===== config.mk =====
export PLATFORM = sky130hd
export DESIGN_NAME = ex_mem_stage_reg
export DESIGN_NICKNAME = d
export VERILOG_FILES = /design/src/rtl/ex_mem_stage_reg.sv
export SDC_FILE = /design/constraint.sdc
export NUM_CORES = 1
export LEC_CHECK = 0
export ABC_AREA = 1
export BUFFER_PORTS_ARGS = -buffer_cell sky130_fd_sc_hd__buf_2
export CELL_PAD_IN_SITES_DETAIL_PLACEMENT = 0
export CELL_PAD_IN_SITES_GLOBAL_PLACEMENT = 1
export CORE_AREA = 2 2 153 193
export CTS_BUF_LIST = sky130_fd_sc_hd__clkbuf_4 sky130_fd_sc_hd__clkbuf_8
export DETAILED_ROUTE_END_ITERATION = 6
export DIE_AREA = 0 0 155 195
export GPL_TIMING_DRIVEN = 0
export MAX_ROUTING_LAYER = met4
export PLACE_DENSITY = 0.9
export SKIP_CTS_REPAIR_TIMING = 1
export SLEW_MARGIN = 20
export SYNTH_ARGS = -nofsm -noshare
export SYNTH_HDL_FRONTEND = slang
export SYNTH_SLANG_ARGS = --single-unit

===== constraint.sdc =====
create_clock -name clk -period 1.8 [get_ports clk]
set_input_delay 0 -clock clk [delete_from_list [all_inputs] [get_ports clk]]
set_output_delay 0 -clock clk [all_outputs]
set_load 0.02 [all_outputs]

===== src/rtl/ex_mem_stage_reg.sv =====
// rtl/ex_mem_stage_reg.sv - EX/MEM pipeline register with 2-entry skid buffer, flush and stall counter
module ex_mem_stage_reg #(
   parameter int DATA_W       = 32,
   parameter int REG_W        = 5,
   parameter int CTRL_W       = 9,
   parameter int REGWRITE_BIT = 0,
   parameter int CNT_W        = 16
) (
   input  logic              clk,
   input  logic              rst_n,
   input  logic              flush,
   input  logic              in_valid,
   output logic              in_ready,
   input  logic [DATA_W-1:0] in_alu,
   input  logic [DATA_W-1:0] in_rt_data,
   input  logic [DATA_W-1:0] in_br_tgt,
   input  logic              in_zero,
   input  logic [CTRL_W-1:0] in_ctrl,
   input  logic [REG_W-1:0]  in_dst,
   output logic              out_valid,
   input  logic              out_ready,
   output logic [DATA_W-1:0] out_alu,
   output logic [DATA_W-1:0] out_rt_data,
   output logic [DATA_W-1:0] out_br_tgt,
   output logic              out_zero,
   output logic [CTRL_W-1:0] out_ctrl,
   output logic [REG_W-1:0]  out_dst,
   output logic              fwd_valid,
   output logic [REG_W-1:0]  fwd_dst,
   output logic [DATA_W-1:0] fwd_data,
   output logic [CNT_W-1:0]  stall_cnt
);

   typedef struct packed {
      logic [DATA_W-1:0] alu;
      logic [DATA_W-1:0] rtData;
      logic [DATA_W-1:0] brTgt;
      logic              zero;
      logic [CTRL_W-1:0] ctrl;
      logic [REG_W-1:0]  dst;
   } EntryT;

   EntryT            mainEnt, skidEnt, inEnt;
   logic             mainValid, skidValid;
   logic             mainValidNext, skidValidNext;
   logic             loadMainIn, loadMainSkid, loadSkid;
   logic             inFire, outFire;
   logic [CNT_W-1:0] stallCnt;

   assign inEnt   = '{alu: in_alu, rtData: in_rt_data, brTgt: in_br_tgt,
                      zero: in_zero, ctrl: in_ctrl, dst: in_dst};
   assign inFire  = in_valid & ~skidValid;
   assign outFire = mainValid & out_ready;

   // State register: the two valid bits are the FSM state (EMPTY/ONE/TWO).
   always_ff @(posedge clk or negedge rst_n) begin
      if (!rst_n) begin
         mainValid <= 1'b0;
         skidValid <= 1'b0;
         mainEnt   <= '0;
         skidEnt   <= '0;
      end else begin
         mainValid <= mainValidNext;
         skidValid <= skidValidNext;
         if (loadMainIn)
            mainEnt <= inEnt;
         else if (loadMainSkid)
            mainEnt <= skidEnt;
         if (loadSkid)
            skidEnt <= inEnt;
      end
   end

   // Next-state: flush wins over any fire; a concurrent output fire is still delivered.
   always_comb begin
      mainValidNext = mainValid;
      skidValidNext = skidValid;
      loadMainIn    = 1'b0;
      loadMainSkid  = 1'b0;
      loadSkid      = 1'b0;
      if (flush) begin
         mainValidNext = 1'b0;
         skidValidNext = 1'b0;
      end else begin
         case ({skidValid, mainValid})
            2'b00: begin
               if (inFire) begin
                  loadMainIn    = 1'b1;
                  mainValidNext = 1'b1;
               end
            end
            2'b01: begin
               if (inFire && outFire) begin
                  loadMainIn = 1'b1;
               end else if (inFire) begin
                  loadSkid      = 1'b1;
                  skidValidNext = 1'b1;
               end else if (outFire) begin
                  mainValidNext = 1'b0;
               end
            end
            2'b11: begin
               if (outFire) begin
                  loadMainSkid  = 1'b1;
                  skidValidNext = 1'b0;
               end
            end
            default: begin
               mainValidNext = 1'b0;
               skidValidNext = 1'b0;
            end
         endcase
      end
   end

   always_ff @(posedge clk or negedge rst_n) begin
      if (!rst_n)
         stallCnt <= '0;
      else if (mainValid && !out_ready && stallCnt != {CNT_W{1'b1}})
         stallCnt <= stallCnt + 1'b1;
   end

   // Outputs: only the control bundle is bubble-gated; data fields keep their last value.
   always_comb begin
      in_ready    = ~skidValid;
      out_valid   = mainValid;
      out_alu     = mainEnt.alu;
      out_rt_data = mainEnt.rtData;
      out_br_tgt  = mainEnt.brTgt;
      out_zero    = mainEnt.zero;
      out_dst     = mainEnt.dst;
      out_ctrl    = mainValid ? mainEnt.ctrl : '0;
      fwd_valid   = mainValid & mainEnt.ctrl[REGWRITE_BIT];
      fwd_dst     = mainEnt.dst;
      fwd_data    = mainEnt.alu;
      stall_cnt   = stallCnt;
   end

endmodule


==> impl_metrics.yaml, run 1 <==
outcome:
  run_status: "complete, but fails checks"
  violations: "negative hold slack"
worst_setup_path:
  required_ns: 2.18
  worstSetupStartpointType: "register"
  r2r_start: "out_valid$_DFFE_PN0P_"
  cp-end-kind: "register"
  ff2ff_path_depth: 8
  cp_max_fo: 10
  r2r-end: "skidEnt[88]$_DFFE_PN0P_"
  rrSetupSlack_ns: 0.11
  arrival_ns: 2.07
  worst-setup-path-type: "register to register"
power:
  p_clk_share_pct: 28.3
  p_per_area_nw_per_um2: 1070
  power.leakage_uw: 0.00824
  p_sw_uw: 5350
  p_int_uw: 11300
  p_seq_share_pct: 44.8
  ir_worst_vdd_v: 0.000609
  power_frac_comb_pct: 26.9
  totalPowerFinal_uw: 16600
  switching_share_pct: 32.2
yosys:
  synth_fp_nets: 1506
  ys_top_cells_by_area: "dfrtp_1 52%, buf_4 9.9%, nand2_1 9.8%"
  ys.flop_type: "dfrtp_1"
  ys_warn_count: 0
  ys_seq_area_share_pct: 52.3
  yosysTopAreaCell: "dfrtp_1"
  postSynthAreaPerCell_um2: 8.26
  synth-edff-count: 0
  synth_top_cell_area_share_pct: 52.3
  syn_area_um2: 11500
  netlist_instances: 1389
  synth-seq-cells: 240
  synthArstFlopShare_pct: 100
  synth_cell_type_count: 22
final_layout:
  nets: 1951
  final_cell_mix: "301 x buf_2, 299 x nand2_1, 239 x dfrtp_1, 157 x buf_4, 134 x inv_1"
  drive_above_1_share_pct: 30.9
  final_cell_area_um2: 15500
  area_growth_pct: 34.8
  final_common_cell: "buf_2"
sta:
  fmaxAchievable_mhz: 593
  fin_skew_ns: 0.0117
  tightest_slew_ns: 0.570
  finalMaxSlewViolations: 0
  slew_headroom_pct: 62.0
  setup_violations: 0
  fin_crit_sh_pct: 93.8
  rsz0062_at_grt: "true"
  whs_ns: -0.00465
  min_period_ns: 1.69
  tns_ns: 0
  setup_ws_ns: 0.112
  hold_violations: 2
drt:
  drcViolationCount: 0
  vias: 10436
  via_per_inst: 4.71
  drt_first_pass_iters: 6
  ant_nets: 0
  drt_iter0_markers: 491
  wl_per_cell_um: 14.7
  totalWireLength_um: 32600
place:
  place.gp.congestion: 0.831
  post-place-ws_ns: -0.287
  hpwl_um: 22500
  post_dp_cell_area_um2: 13400
  portBuffers: 282
global_route:
  grt_max_degree: 98
  grt_pass1_wl_um: 50100
  grt_overflow_total: 0
  antenna_found_initial: 1
  grt_pass1_vias: 9733
  grt_use_total_pct: 21.1
flow_run:
  drv_cap: 0
hold_path:
  hold_path.class: "input pin to async pin"
floorplanning:
  ios: 283
  row_count: 69
  start_util_pct: 40.7
  die_area_um2: 30200
  die_h_um: 195
  core_um2: 28200
  die_w_um: 155
clock_network:
  cts_tree: "yes"
  clock_latency_ns: 0.53
  root_buffer: "clkbuf_8"
  ctsHtreeMaxLevel: 2
  clockBufferDepth: 3
  clock-sinks: 240
  path_clk_slew_ns: 0.06
  cts_buffers: 39
-- metrics by stage --
step | util, % | cells | hold slack, ns
after CTS | 50.2 | 2095 | -0.609
after floorplan | - | 1389 | -0.296
after detailed placement | 47.5 | 2028 | -0.0337
after global placement | 47.2 | 2026 | 0.213
after global routing | 54.8 | 2216 | 0.0234
final | 54.8 | 2216 | -0.00465
-- critical path, cell delays in order, from the launching register on --
cell and delay [ns]:
dfrtp_1 0.43, inv_2 0.08, nor2_4 0.16, buf_4 0.14, nand4_4 0.12, buf_4 0.22, clkbuf_2 0.21, nand2_1 0.09
o21ai_0 0.09
-- worst max path at each step --
stage	end	start	slack, ns	cells past startpoint
final	skidEnt[88]$_DFFE_PN0P_	out_valid$_DFFE_PN0P_	0.11	8
after global routing	skidEnt[88]$_DFFE_PN0P_	out_valid$_DFFE_PN0P_	-0.02	8
after CTS	skidEnt[66]$_DFFE_PN0P_	out_valid$_DFFE_PN0P_	-0.30	7
after detailed placement	skidEnt[66]$_DFFE_PN0P_	out_valid$_DFFE_PN0P_	-0.29	7
after global placement	out_rt_data[28]$_DFFE_PN0P_	rst_n	-3.64	1
after floorplan	stall_cnt[9]$_DFFE_PN0P_	stall_cnt[0]$_DFFE_PN0P_	0.12	8
-- cells by family (layout without fill, tap and decap cells) --
kind of cell	Yosys count	after routing	synth area share (%)
compound gates	338	338	14.9
xor+xnor	8	8	0.610
fa+ha+maj	1	1	0.109
buf+inv	352	823	16.8
flops	240	240	52.3
other cells	0	1	0
simple gates	450	450	15.3
-- state kept, by name, indices dropped and copies added, names as in the netlist --
register     flops
out_zero         1
out_valid        1
out_rt_data     32
out_br_tgt      32
stall_cnt       16
fwd_data        32
fwd_dst          5
skidValid        1
mainEnt          9
skidEnt        111
-- cells in the mapped netlist, drive strengths merged (2+ instances only) --
library cell / n
nand2: 300
dfrtp: 240
o21ai: 222
buf: 182
inv: 136
nor2: 129
a21oi: 110
clkbuf: 32
nand3: 13
nand4: 8
xnor2: 8
o211ai: 4
clkinv: 2
-- cell type report --
cell class	count	area [µm²]
repair buffers	404	2670
clock inverters	8	47.5
clock buffers	59	718
inverters	138	518
multi-input cells	797	3580
plain buffers	214	1490
well taps	355	444
diodes	1	2.50
flip-flops and latches	240	6010
fillers	2581	12800
-- routing by layer --
metal	global-route usage [%]	vias to the layer above	wire length, µm
met2	36.1	306	16700
met5	-	-	0
met3	3.82	54	1470
li1	-	5150	-
met1	25.5	4926	13700
met4	6.38	0	767
-- power by group through the flow --
stage | registers (µW) | clock network [µW] | logic [µW]
after floorplan | 7340 | 0 | 2960
after global placement | 7460 | 0 | 4160
after detailed placement | 7510 | 0 | 4260
after CTS | 7430 | 4820 | 4270
after global routing | 7610 | 5070 | 4970
final | 7450 | 4700 | 4470
No activity file was read; power rests on OpenSTA's default activity.
==> run 2, diff against run 1 <==
- ABC_AREA: 1 -> default
- CORE_AREA: 2 2 153 193 -> 2 2 149 187
- DIE_AREA: 0 0 155 195 -> 0 0 151 189
==> run 2 against run 1 <==
  * Highest routed layer unchanged
  * Critical path type unchanged
  * Utilization grew 5.9 points
  * The run ends with negative setup slack left
  * Sequential power is 3.4% lower
  * Largest cell class unchanged
  * First-iteration DRC count decreased by 44%
  * Clock power grew 24%
  * Fmax decreased by 8.1%
  * Design area is 4.6% higher
==> impl_metrics.yaml, run 2 <==
outcome:
  run_status: "complete, but fails checks"
  violations: "negative setup slack"
yosys:
  ys_warn_count: 0
  yosysTopAreaCell: "dfrtp_1"
  synth_common_cells: "240 x dfrtp_1, 149 x buf_4, 118 x nand2_1, 112 x o21ai_0, 111 x mux2i_1"
  yosysMostFrequentCell: "dfrtp_1"
  ys_top_cells_by_area: "dfrtp_1 52%, mux2_4 12%, buf_4 9.7%"
  synth_top_cell_area_share_pct: 51.9
  synthArstFlopShare_pct: 100
  synth_cell_type_count: 39
  ys.flop_type: "dfrtp_1"
  synth_fp_nets: 1073
  synth-edff-count: 0
  ys_seq_area_share_pct: 51.9
  syn_area_um2: 11600
  netlist_instances: 956
  synth-seq-cells: 240
  postSynthAreaPerCell_um2: 12.1
sta:
  slew_headroom_pct: 63.6
  tightest_slew_ns: 0.546
  finalMaxSlewViolations: 0
  tns_ns: -1.40
  setup_ws_ns: -0.0360
  rsz0062_at_grt: "true"
  fin_crit_sh_pct: 102
  min_period_ns: 1.84
  hold_violations: 0
  fin_skew_ns: 0.0277
  setup_violations: 77
  whs_ns: 0.0324
  fmaxAchievable_mhz: 545
drt:
  drcViolationCount: 0
  via_per_inst: 4.77
  wl_per_cell_um: 16.5
  drt_iter0_markers: 276
  drt_first_pass_iters: 4
  vias: 8570
  ant_nets: 0
  totalWireLength_um: 29700
worst_setup_path:
  ff2ff_path_depth: 6
  cp_top_family: "simple AND/OR/NAND/NOR gates"
  r2r_start: "out_valid$_DFFE_PN0P_"
  cp-end-kind: "register"
  path_cells: "nand2b_1 -> buf_6 -> or3_4 -> buf_12 -> buf_6 -> mux2_4"
  critPathMaxStageDelay_ns: 0.43
  worstSetupStartpointType: "register"
  critPathSlowestCell: "or3_4"
  crit_buf_inv: 3
  worst-setup-path-type: "register to register"
  r2r-end: "skidEnt[103]$_DFFE_PN0P_"
  crit_top_cell: "buf_6"
  required_ns: 2.20
  arrival_ns: 2.24
  rrSetupSlack_ns: -0.04
  cp_max_fo: 10
place:
  portBuffers: 282
  place.gp.congestion: 0.781
  hpwl_um: 19400
global_route:
  grt_max_degree: 101
  antenna_found_initial: 0
  grt_use_total_pct: 19.7
  grt_pass1_vias: 8198
  grt_pass1_wl_um: 43400
  grt_overflow_total: 0
power:
  p_sw_uw: 4920
  switching_share_pct: 28.2
  p_int_uw: 12500
  power.leakage_uw: 0.00894
  power_frac_comb_pct: 25.2
  p_per_area_nw_per_um2: 1080
  p_clk_share_pct: 33.5
  ir_worst_vdd_v: 0.000723
  totalPowerFinal_uw: 17400
  p_seq_share_pct: 41.3
clock_network:
  clock-sinks: 240
  cts_tree: "yes"
  clock_latency_ns: 0.54
  clockBufferDepth: 3
  cts_buffers: 40
  ctsHtreeMaxLevel: 2
  root_buffer: "clkbuf_8"
  path_clk_slew_ns: 0.07
floorplanning:
  row_count: 67
  die_w_um: 151
  core_um2: 26700
  die_area_um2: 28500
  die_h_um: 189
  start_util_pct: 43.4
  ios: 283
hold_path:
  hold_path.class: "input pin to async pin"
final_layout:
  nets: 1538
  largest_register_ffs: 111
  final_cell_mix: "288 x buf_2, 240 x dfrtp_1, 154 x buf_4, 118 x nand2_1, 116 x dlygate4sd3_1"
  area_growth_pct: 39.9
  final_common_cell: "buf_2"
  regMostFlops: "skidEnt"
  drive_above_1_share_pct: 47.8
flow_run:
  drv_cap: 0
## run 2: cell types whose count changed in the layout (fill, tap and decap cells not counted), sizes merged, moves of 8 or more
cell / change
mux2i: +111
a21oi: -103
nand3: -8
nor2: -121
inv: -133
and2: +9
nand2: -182
o21ai: -110
mux2: +114
## run 2: worst register-to-register path: cells and delay by family, from the launching register on
kind / cells / cell delay [ns]
buf+inv: 3 / 0.48
flops: 1 / 0.40
simple gates: 2 / 0.51
mux: 1 / 0.31
## run 2: worst max-delay path by stage
stage	from	to	slack (ns)	depth (start not counted)
2_1_floorplan	out_valid$_DFFE_PN0P_	skidEnt[100]$_DFFE_PN0P_	0.01	6
3_3_place_gp	rst_n	skidEnt[40]$_DFFE_PN0P_	-3.52	1
3_5_place_dp	out_valid$_DFFE_PN0P_	fwd_data[20]$_DFFE_PN0P_	-0.76	8
4_1_cts	out_valid$_DFFE_PN0P_	fwd_data[20]$_DFFE_PN0P_	-0.80	8
5_1_grt	out_valid$_DFFE_PN0P_	skidEnt[108]$_DFFE_PN0P_	-0.1	6
6_report	out_valid$_DFFE_PN0P_	skidEnt[103]$_DFFE_PN0P_	-0.04	6
## run 2: layout make-up
| type | instances | area (µm²) |
|---|---|---|
| antenna | 1 | 2.50 |
| buffer | 189 | 1540 |
| clock buffer | 59 | 756 |
| clock inverter | 13 | 223 |
| fill | 2165 | 10500 |
| inverter | 4 | 15.0 |
| multi-input combinational | 522 | 4230 |
| sequential | 240 | 6010 |
| tap | 345 | 432 |
| timing repair buffer | 424 | 2980 |
## run 2: cell families after synthesis
group | share of synthesized area [%]
AO/OA/AOI/OAI | 5.79
XOR/XNOR | 0.303
adder cells (fa/ha/maj) | 0.108
buffers and inverters | 11.9
flip-flops | 51.9
multiplexers | 23.6
AND/OR/NAND/NOR | 6.37
## run 2: power groups by stage
| stage | sequential [µW] | combinational, µW | clock, µW |
|---|---|---|---|
| 3_5_place_dp | 7260 | 4040 | 0 |
| 2_1_floorplan | 7130 | 2870 | 0 |
| 3_3_place_gp | 7200 | 3940 | 0 |
| 5_1_grt | 7320 | 4750 | 6240 |
| 4_1_cts | 7180 | 4060 | 5980 |
| 6_report | 7200 | 4380 | 5840 |
## run 2: stage by stage
step                util, %  setup WS, ns  instances  instance area, µm²
detailed placement     50.6        -0.756       1585               13500
global route           60.7       -0.0976       1796               16200
global placement       50.3         -3.52       1583               13400
finish                 60.7       -0.0360       1797               16200
CTS                    54.2        -0.804       1657               14500
floorplan                 -        0.0100        956               11600
## run 2: metal layers
metal | GRT usage [%] | up-vias | share of wire [%]
li1 | - | 4079 | -
met2 | 31.6 | 236 | 51
met4 | 5.72 | 0 | 2.3
met3 | 5.54 | 51 | 5.7
met1 | 24.4 | 4204 | 41
met5 | - | - | 0
==> run 3, diff against run 2 <==
- CORE_AREA: 2 2 149 187 -> 2 2 166 168
- DIE_AREA: 0 0 151 189 -> 0 0 168 170
- PLACE_DENSITY: 0.9 -> default
- PLACE_DENSITY_LB_ADDON: default -> 0.08
==> run 3 against run 2 <==
  * The run ends with negative hold slack, negative setup slack left
  * Die area barely moved
  * Clock power fell by 8.2%
  * Via count fell by 0.89%
  * Design area about the same
  * Worst setup slack gained 0.013 ns
  * Critical path type unchanged
  * Highest routed layer unchanged
==> impl_metrics.yaml, run 3 (synthesis results as in run 2) <==
drt:
  drt_iter0_markers: 361
  ant_nets: 0
  drt_first_pass_iters: 4
  vias: 8494
  drcViolationCount: 0
  via_per_inst: 4.73
  totalWireLength_um: 29100
  wl_per_cell_um: 16.2
final_layout:
  area_growth_pct: 39.8
  largest_register_ffs: 111
  regMostFlops: "skidEnt"
  antenna_cells: 0
  final_cell_mix: "283 x buf_2, 239 x dfrtp_1, 152 x buf_4, 116 x nand2_1, 116 x dlygate4sd3_1"
  final_cell_area_um2: 16200
  nets: 1538
  drive_above_1_share_pct: 47.9
  stdcell_count: 1794
  final_common_cell: "buf_2"
sta:
  setup_ws_ns: -0.0232
  whs_ns: -0.000857
  fin_skew_ns: 0.0224
  rsz0062_at_grt: "true"
  setup_violations: 70
  fmaxAchievable_mhz: 548
  finalMaxSlewViolations: 0
  min_period_ns: 1.82
  slew_headroom_pct: 72.6
  hold_violations: 1
  fin_crit_sh_pct: 101
  tightest_slew_ns: 0.408
hold_path:
  hold_path.class: "input pin to register"
global_route:
  grt_overflow_total: 0
  grt_pass1_wl_um: 43600
  grt_use_total_pct: 19.8
  antenna_found_initial: 0
  grt_pass1_vias: 7911
  grt_max_degree: 78
worst_setup_path:
  worstSetupStartpointType: "register"
  arrival_ns: 2.23
  cp_max_fo: 8
  required_ns: 2.21
  worst-setup-path-type: "register to register"
  cp-end-kind: "register"
outcome:
  run_status: "complete, but fails checks"
  violations: "negative hold slack, negative setup slack"
place:
  post_dp_cell_area_um2: 13500
  portBuffers: 282
  place.gp.congestion: 0.774
  hpwl_um: 19000
  dpl.cell_count: 1582
floorplanning:
  ios: 283
  start_util_pct: 43.4
  row_count: 60
  die_h_um: 170
  die_w_um: 168
  die_area_um2: 28600
  core_um2: 26700
clock_network:
  cts_buffers: 43
  clockBufferDepth: 3
  clock_latency_ns: 0.54
  clock-sinks: 240
  ctsHtreeMaxLevel: 2
  cts_tree: "yes"
  path_clk_slew_ns: 0.06
  root_buffer: "clkbuf_8"
power:
  power.leakage_uw: 0.00893
  ir_worst_vdd_v: 0.000841
  p_per_area_nw_per_um2: 1040
flow_run:
  drv_cap: 0
## run 3: where the power goes
part	switching, µW	leakage (µW)	internal [µW]
registers	693	0.00297	6500
logic	1890	0.00547	2450
clock network	2230	0.000498	3130
total	4820	0.00893	12100
## run 3: final cells by class
cell class                      instances  area, µm²
Buffer                                190       1650
Tap cell                              341        427
Sequential cell                       240       6010
Multi-Input combinational cell        522       4220
Inverter                                4       15.0
Clock buffer                           72        897
Fill cell                            2258      10500
Timing Repair Buffer                  420       2940
Clock inverter                          5       25.0
## run 3: final timing paths
kind / slack, ns / to / start / depth (start not counted)
worst max-delay path: -0.02 / skidEnt[107]$_DFFE_PN0P_ / skidValid$_DFFE_PN0P_ / 5
worst min-delay path: -0.0009 / stall_cnt[3]$_DFFE_PN0P_ / out_ready / 6
worst max register to register: -0.02 / skidEnt[107]$_DFFE_PN0P_ / skidValid$_DFFE_PN0P_ / 5
worst min register to register: 0.50 / skidEnt[2]$_DFFE_PN0P_ / skidEnt[2]$_DFFE_PN0P_ / 1
max in group asynchronous: 1.02 / out_br_tgt[25]$_DFFE_PN0P_ / rst_n / 4
min in group asynchronous: 0.01 / skidEnt[72]$_DFFE_PN0P_ / rst_n / 3
## run 3: routing by layer
layer / track usage [%] / share of wire (%) / routed length (µm)
met5: - / 0 / 0
met4: 4.99 / 1.5 / 448
met3: 5.44 / 5.8 / 1680
met2: 30.5 / 47 / 13800
met1: 26.2 / 45 / 13200
## run 3: worst max-delay path, stage by stage, from the launching register on
cell and delay (ns):
dfrtp_1 0.41, nand2b_1 0.22, or3_4 0.40, buf_12 0.19
clkbuf_16 0.17, mux2_4 0.29
## run 3: stage by stage
step	util [%]	TNS, ns	worst slack, ns	power, µW
after detailed placement	50.7	-77.69	-0.731	11300
after global routing	60.7	-5.17	-0.0762	17800
after global placement	50.3	-989.02	-3.85	11200
after CTS	54.1	-85.11	-0.803	16700
final	60.7	-0.653	-0.0232	16900
after floorplan	-	0	0.0100	10000
